**src/rtl/dcache_port_arbiter.sv**
```systemverilog
// rtl/dcache_port_arbiter.sv - single data-cache port arbiter between operand-fetch reads and write-back stores
module dcache_port_arbiter #(
    parameter int ADDR_W         = 64,
    parameter int DATA_W         = 64,
    parameter int TAG_W          = 13,
    parameter int TIMEOUT_CYCLES = 1024
) (
    input  logic              clk,
    input  logic              reset,
    input  logic              rd_reqcyc_in,
    input  logic [ADDR_W-1:0] rd_req_in,
    input  logic [TAG_W-1:0]  rd_reqtag_in,
    output logic              rd_reqack_out,
    output logic              rd_respcyc_out,
    output logic [DATA_W-1:0] rd_resp_out,
    input  logic              rd_respack_in,
    input  logic              wr_reqcyc_in,
    input  logic [ADDR_W-1:0] wr_req_in,
    input  logic [TAG_W-1:0]  wr_reqtag_in,
    input  logic [DATA_W-1:0] wr_reqdata_in,
    output logic              wr_reqack_out,
    output logic              wr_writeack_out,
    output logic              bus_reqcyc_out,
    output logic [ADDR_W-1:0] bus_req_out,
    output logic [DATA_W-1:0] bus_reqdata_out,
    output logic [TAG_W-1:0]  bus_reqtag_out,
    input  logic              bus_reqack_in,
    input  logic              bus_respcyc_in,
    input  logic [DATA_W-1:0] bus_resp_in,
    input  logic [TAG_W-1:0]  bus_resptag_in,
    output logic              bus_respack_out,
    input  logic              bus_writeack_in,
    output logic              busy_out,
    output logic              owner_out,
    output logic              error_out
);
    localparam int CNT_W = $clog2(TIMEOUT_CYCLES + 1);
    localparam logic [CNT_W-1:0] WDOG_MAX = CNT_W'(TIMEOUT_CYCLES);

    typedef enum logic [2:0] {IDLE, ISSUE, WAIT_RD, RESP_RD, WAIT_WR} state_t;

    state_t            state, stateNext;
    logic              lastGrant, lastGrantNext, grantWrite;
    logic [CNT_W-1:0]  wdogCount, wdogCountNext;
    logic              rdReqAckNext, wrReqAckNext, rdRespCycNext, wrWriteAckNext;
    logic              busReqCycNext, busRespAckNext, ownerNext, errorNext, busyNext;
    logic [DATA_W-1:0] rdRespNext, busReqDataNext;
    logic [ADDR_W-1:0] busReqNext;
    logic [TAG_W-1:0]  busReqTagNext;

    // Round robin on a tie: grant whichever side did not win last time.
    assign grantWrite = wr_reqcyc_in && (!rd_reqcyc_in || !lastGrant);

    always_comb begin
        stateNext      = state;
        lastGrantNext  = lastGrant;
        wdogCountNext  = wdogCount;
        rdReqAckNext   = 1'b0;
        wrReqAckNext   = 1'b0;
        busRespAckNext = 1'b0;
        wrWriteAckNext = 1'b0;
        rdRespCycNext  = rd_respcyc_out;
        rdRespNext     = rd_resp_out;
        busReqCycNext  = bus_reqcyc_out;
        busReqNext     = bus_req_out;
        busReqDataNext = bus_reqdata_out;
        busReqTagNext  = bus_reqtag_out;
        ownerNext      = owner_out;
        case (state)
            IDLE: begin
                if (rd_reqcyc_in || wr_reqcyc_in) begin
                    stateNext     = ISSUE;
                    lastGrantNext = grantWrite;
                    ownerNext     = grantWrite;
                    wdogCountNext = '0;
                    busReqCycNext = 1'b1;
                    if (grantWrite) begin
                        busReqNext     = wr_req_in;
                        busReqDataNext = wr_reqdata_in;
                        busReqTagNext  = wr_reqtag_in;
                        wrReqAckNext   = 1'b1;
                    end else begin
                        busReqNext     = rd_req_in;
                        busReqDataNext = '0;
                        busReqTagNext  = rd_reqtag_in;
                        rdReqAckNext   = 1'b1;
                    end
                end
            end
            ISSUE: begin
                if (bus_reqack_in) begin
                    busReqCycNext = 1'b0;
                    stateNext     = owner_out ? WAIT_WR : WAIT_RD;
                end
            end
            WAIT_RD: begin
                // Responses carrying another tag belong to someone else; leave them unacknowledged.
                if (bus_respcyc_in && (bus_resptag_in == bus_reqtag_out)) begin
                    rdRespNext     = bus_resp_in;
                    rdRespCycNext  = 1'b1;
                    busRespAckNext = 1'b1;
                    stateNext      = RESP_RD;
                end
            end
            RESP_RD: begin
                if (rd_respack_in) begin
                    rdRespCycNext = 1'b0;
                    stateNext     = IDLE;
                end
            end
            WAIT_WR: begin
                if (bus_writeack_in) begin
                    wrWriteAckNext = 1'b1;
                    stateNext      = IDLE;
                end
            end
            default: stateNext = IDLE;
        endcase

        if ((state == ISSUE || state == WAIT_RD || state == WAIT_WR) && wdogCount != WDOG_MAX) begin
            wdogCountNext = wdogCount + CNT_W'(1);
        end
        errorNext = error_out || (wdogCountNext == WDOG_MAX);
        busyNext  = (stateNext != IDLE);
    end

    always_ff @(posedge clk or negedge reset) begin
        if (!reset) begin
            state           <= IDLE;
            lastGrant       <= 1'b1;
            wdogCount       <= '0;
            rd_reqack_out   <= 1'b0;
            wr_reqack_out   <= 1'b0;
            rd_respcyc_out  <= 1'b0;
            rd_resp_out     <= '0;
            wr_writeack_out <= 1'b0;
            bus_reqcyc_out  <= 1'b0;
            bus_req_out     <= '0;
            bus_reqdata_out <= '0;
            bus_reqtag_out  <= '0;
            bus_respack_out <= 1'b0;
            busy_out        <= 1'b0;
            owner_out       <= 1'b0;
            error_out       <= 1'b0;
        end else begin
            state           <= stateNext;
            lastGrant       <= lastGrantNext;
            wdogCount       <= wdogCountNext;
            rd_reqack_out   <= rdReqAckNext;
            wr_reqack_out   <= wrReqAckNext;
            rd_respcyc_out  <= rdRespCycNext;
            rd_resp_out     <= rdRespNext;
            wr_writeack_out <= wrWriteAckNext;
            bus_reqcyc_out  <= busReqCycNext;
            bus_req_out     <= busReqNext;
            bus_reqdata_out <= busReqDataNext;
            bus_reqtag_out  <= busReqTagNext;
            bus_respack_out <= busRespAckNext;
            busy_out        <= busyNext;
            owner_out       <= ownerNext;
            error_out       <= errorNext;
        end
    end
endmodule

```
**config.mk**
```make
export PLATFORM = sky130hd
export DESIGN_NAME = dcache_port_arbiter
export DESIGN_NICKNAME = d
export VERILOG_FILES = /design/src/rtl/dcache_port_arbiter.sv
export SDC_FILE = /design/constraint.sdc
export NUM_CORES = 1
export LEC_CHECK = 0
export CAP_MARGIN = 20
export CORE_AREA = 2 2 204 206
export CTS_CLUSTER_SIZE = 28
export DETAILED_ROUTE_END_ITERATION = 8
export DIE_AREA = 0 0 206 208
export GPL_TIMING_DRIVEN = 0
export MAX_ROUTING_LAYER = met4
export PLACE_DENSITY = 0.48
export SLEW_MARGIN = 20
export SYNTH_ARGS = -nofsm -noshare
export SYNTH_HDL_FRONTEND = slang
export SYNTH_SLANG_ARGS = --single-unit
```
**constraint.sdc**
```tcl
create_clock -name clk -period 2.7 [get_ports clk]
set_input_delay 0.405 -clock clk [delete_from_list [all_inputs] [get_ports clk]]
set_output_delay 0.405 -clock clk [all_outputs]
set_load 0.01 [all_outputs]
```
==> metrics.txt <==
Wirelength per Cell=22.0 µm; Setup crit start kind=flip-flop; routed vias=8099; post-synth net total=about 990; outcome=finished clean; Hold Vio Cnt, Final=0; Netlist cell types=54; Total Die Area=about 43000 µm²; Initial Util=about 23%; Setup-failing EPs final=0; std cell rows=74; LEAKAGE=0.00724 µW; DRC viols=0; Final Max Slew Viols=0; Starting DRT DRC Count=520; Chip Width=roughly 210 µm; async set-reset flop share out of synthesis=100%; post-synthesis mux area share=between 8 and 9%; Max Freq=slightly below 400 MHz; flops & latches, synth=between 200 and 250; clk root buf=clkbuf_16; Core Box Area=between 40000 and 50000 µm²; Area Growth Syn to Fin=75.6%; CTS Sinks=between 200 and 250; post-CTS setup buffer count=0; Worst-Margin Slew=between 700 and 800 ps; antenna viol nets, final=0; Tot GR Track Use=a little under a fifth; CP startpoint=bus_reqtag_out[3]; cell mode on critical path=buf_6; crit-path cells=xor2_1, or4_4, nor4_4, buf_6, buf_6, mux2_1; min Tclk post-route=between 2000 and 3000 ps; CTS max path bufs=3; PortBufs=516; crit end category=flip-flop; CP arrival=2950 ps; Simple-Gate Fraction of Synth Area=around 3.7%; CP Max Fanout=10; post-synthesis xor/xnor area fraction=around 1.3%; worst clock skew=around 10 ps; Adder-Cell Fraction of Synth Area=less than 1%; clock slew at reported path FFs=60 ps; cells after synthesis=about 690; share of cells above drive strength 1=under 10%; cts bufs inserted=29; most frequent cells in the layout=clkdlybuf4s50_1, dfrtp_1, inv_1; largest family of logic cells by synthesized area=compound AO/OA/AOI/OAI gates; top_reg_cell synth=dfrtp_1; Cell Area, Synth=about 9200 µm²; I/O Pins=a little over 500; largest net degree at the start of global routing=slightly below 90; RSZ-0062 raised after global routing=no; first-pass GRT wire length=~56 mm; latest clock arrival within the worst-skew pair=570 ps; Reg2Reg Setup Slack=between 150 and 200 ps; DRT Wirelength=roughly 40 mm; Required @ worst endpoint=3140 ps; HP Class=in2async; VDD IR max=0.000541 V; drt pass-1 iters=9; H-tree depth=1; Compound-Gate Fraction of Synth Area=between 10% and 20%; Slew HR=51.9%; WS Path Type=reg2reg; highest-delay cell along the critical path=or4_4; via/cell ratio=~4.5; FF-to-FF Start=bus_reqtag_out[3]; EDFF count, synth=0; routability cong.=between 0.8 and 0.9; worst setup path end=rd_resp_out[9]; grt total ovfl=0; hpwl dp=30.8 mm; Ys Warns=0; Die Ht=208 µm; Worst R2R End=rd_resp_out[9]; P per Cell Area=about 1000 nW/µm²; max_cap viols=0; commonest non-fill, non-tap cell in the layout=clkdlybuf4s50_1; R2R cell count=6; Slowest Stage Delay on Critical Path=about 580 ps; TritonCTS clock tree=done; worst hold slack=between 300 and 400 ps; Power Total=about 16000 µW; vias in the first global route=8457; mean post-synth cell area=about 13 µm²; initial antenna violation count=5; Tcrit/Tclk final=roughly 93%; Layout Nets=1544; Seq/Total Area, Yosys=62.4%
-- cell families after synthesis --
group           after synthesis
buf+inv                     137
compound gates              177
flops                       229
fa+ha+maj                     2
xor+xnor                     14
simple gates                 60
mux                          70
-- layout make-up --
type | instances | area, µm²
clock buffers | 43 | 848
plain buffers | 51 | 259
well taps | 532 | 666
repair buffers | 520 | 5260
diodes | 5 | 12.5
fillers | 3975 | 24400
inverters | 85 | 319
multi-input cells | 323 | 2900
clock inverters | 10 | 135
flip-flops and latches | 229 | 5730
-- registers in the layout, indices dropped and copies added, names as in the netlist --
signal,cells
bus_respack_out,1
rd_respcyc_out,1
bus_req_out,64
rd_resp_out,64
busy_out,1
wdogCount,11
wr_reqack_out,1
bus_reqtag_out,13
state,3
owner_out,1
rd_reqack_out,1
wr_writeack_out,1
lastGrant,1
error_out,1
bus_reqdata_out,64
bus_reqcyc_out,1
-- timing repair --
action | CTS | global route
setup endpoints to repair | 170 | 46
hold buffers | 1 | 0
pin swaps | 0 | 1
endpoints found under the hold margin | 39 | 0
resized for setup | 8 | 1
-- where the power goes --
part / switching, µW / internal, µW / leakage, µW
sequential: 753 / 4590 / 0.00298
combinational: 3130 / 3580 / 0.00378
clock: 1580 / 2450 / 0.000483
total: 5460 / 10600 / 0.00724
-- worst min-delay path by stage --
stage                    start              end  cells after the start
4_1_cts                  reset  rd_resp_out[40]                      2
6_report                 reset  rd_resp_out[40]                      2
2_1_floorplan            reset   bus_req_out[0]                      0
5_1_grt                  reset  rd_resp_out[40]                      2
3_5_place_dp             reset  rd_resp_out[40]                      1
3_3_place_gp   rd_resp_out[50]  rd_resp_out[50]                      1
-- metal layers --
| layer | vias up | part of all wire, % | track usage (%) |
|---|---|---|---|
| li1 | 3719 | - | - |
| met1 | 3946 | 40 | 21.4 |
| met2 | 396 | 49 | 30.4 |
| met3 | 38 | 10 | 5.72 |
| met4 | 0 | 1.8 | 4.43 |
| met5 | - | 0 | - |
-- critical path: cells and delay by family, from the launching register on --
family	cells	cell delay, ps
xor gates and xnor gates	1	220
and+or+nand+nor	2	1020
muxes	1	330
buffers and inverters	2	410
DFF	1	410
-- through the flow --
stage                     instances  setup WS, ps  instance area, µm²  TNS [ps]  util (%)
after floorplan                 689           547                9190         0         -
after global placement         1737         -9700               15000  -2277430      37.0
after detailed placement       1740          -741               15100    -69830      37.3
after CTS                      1793          36.2               16100         0      39.7
after global routing           1798          26.5               16100         0      39.8
final                          1798           187               16100         0      39.8
-- synthesized netlist by cell type (3+ instances only) --
master	n	share of area, %
xnor2_1	9	0.86
mux2i_1	6	0.65
buf_2	12	0.65
mux2_2	15	1.8
a222oi_1	77	8.4
a21oi_1	4	0.22
inv_1	85	3.5
nand3_1	5	0.27
nor2b_1	3	0.20
xor2_1	5	0.48
buf_6	6	0.74
or3_1	3	0.20
nor2_1	7	0.29
clkbuf_1	27	1.1
a22o_1	64	6.1
o211ai_1	3	0.25
nand2_1	16	0.65
o2111ai_1	4	0.38
nand2b_1	4	0.27
nand4_1	4	0.27
buf_1	7	0.29
dfrtp_1	228	62
mux2_1	49	6.0
o21ai_0	4	0.22
and3_1	3	0.20
Power figures use the tool's default switching activity.
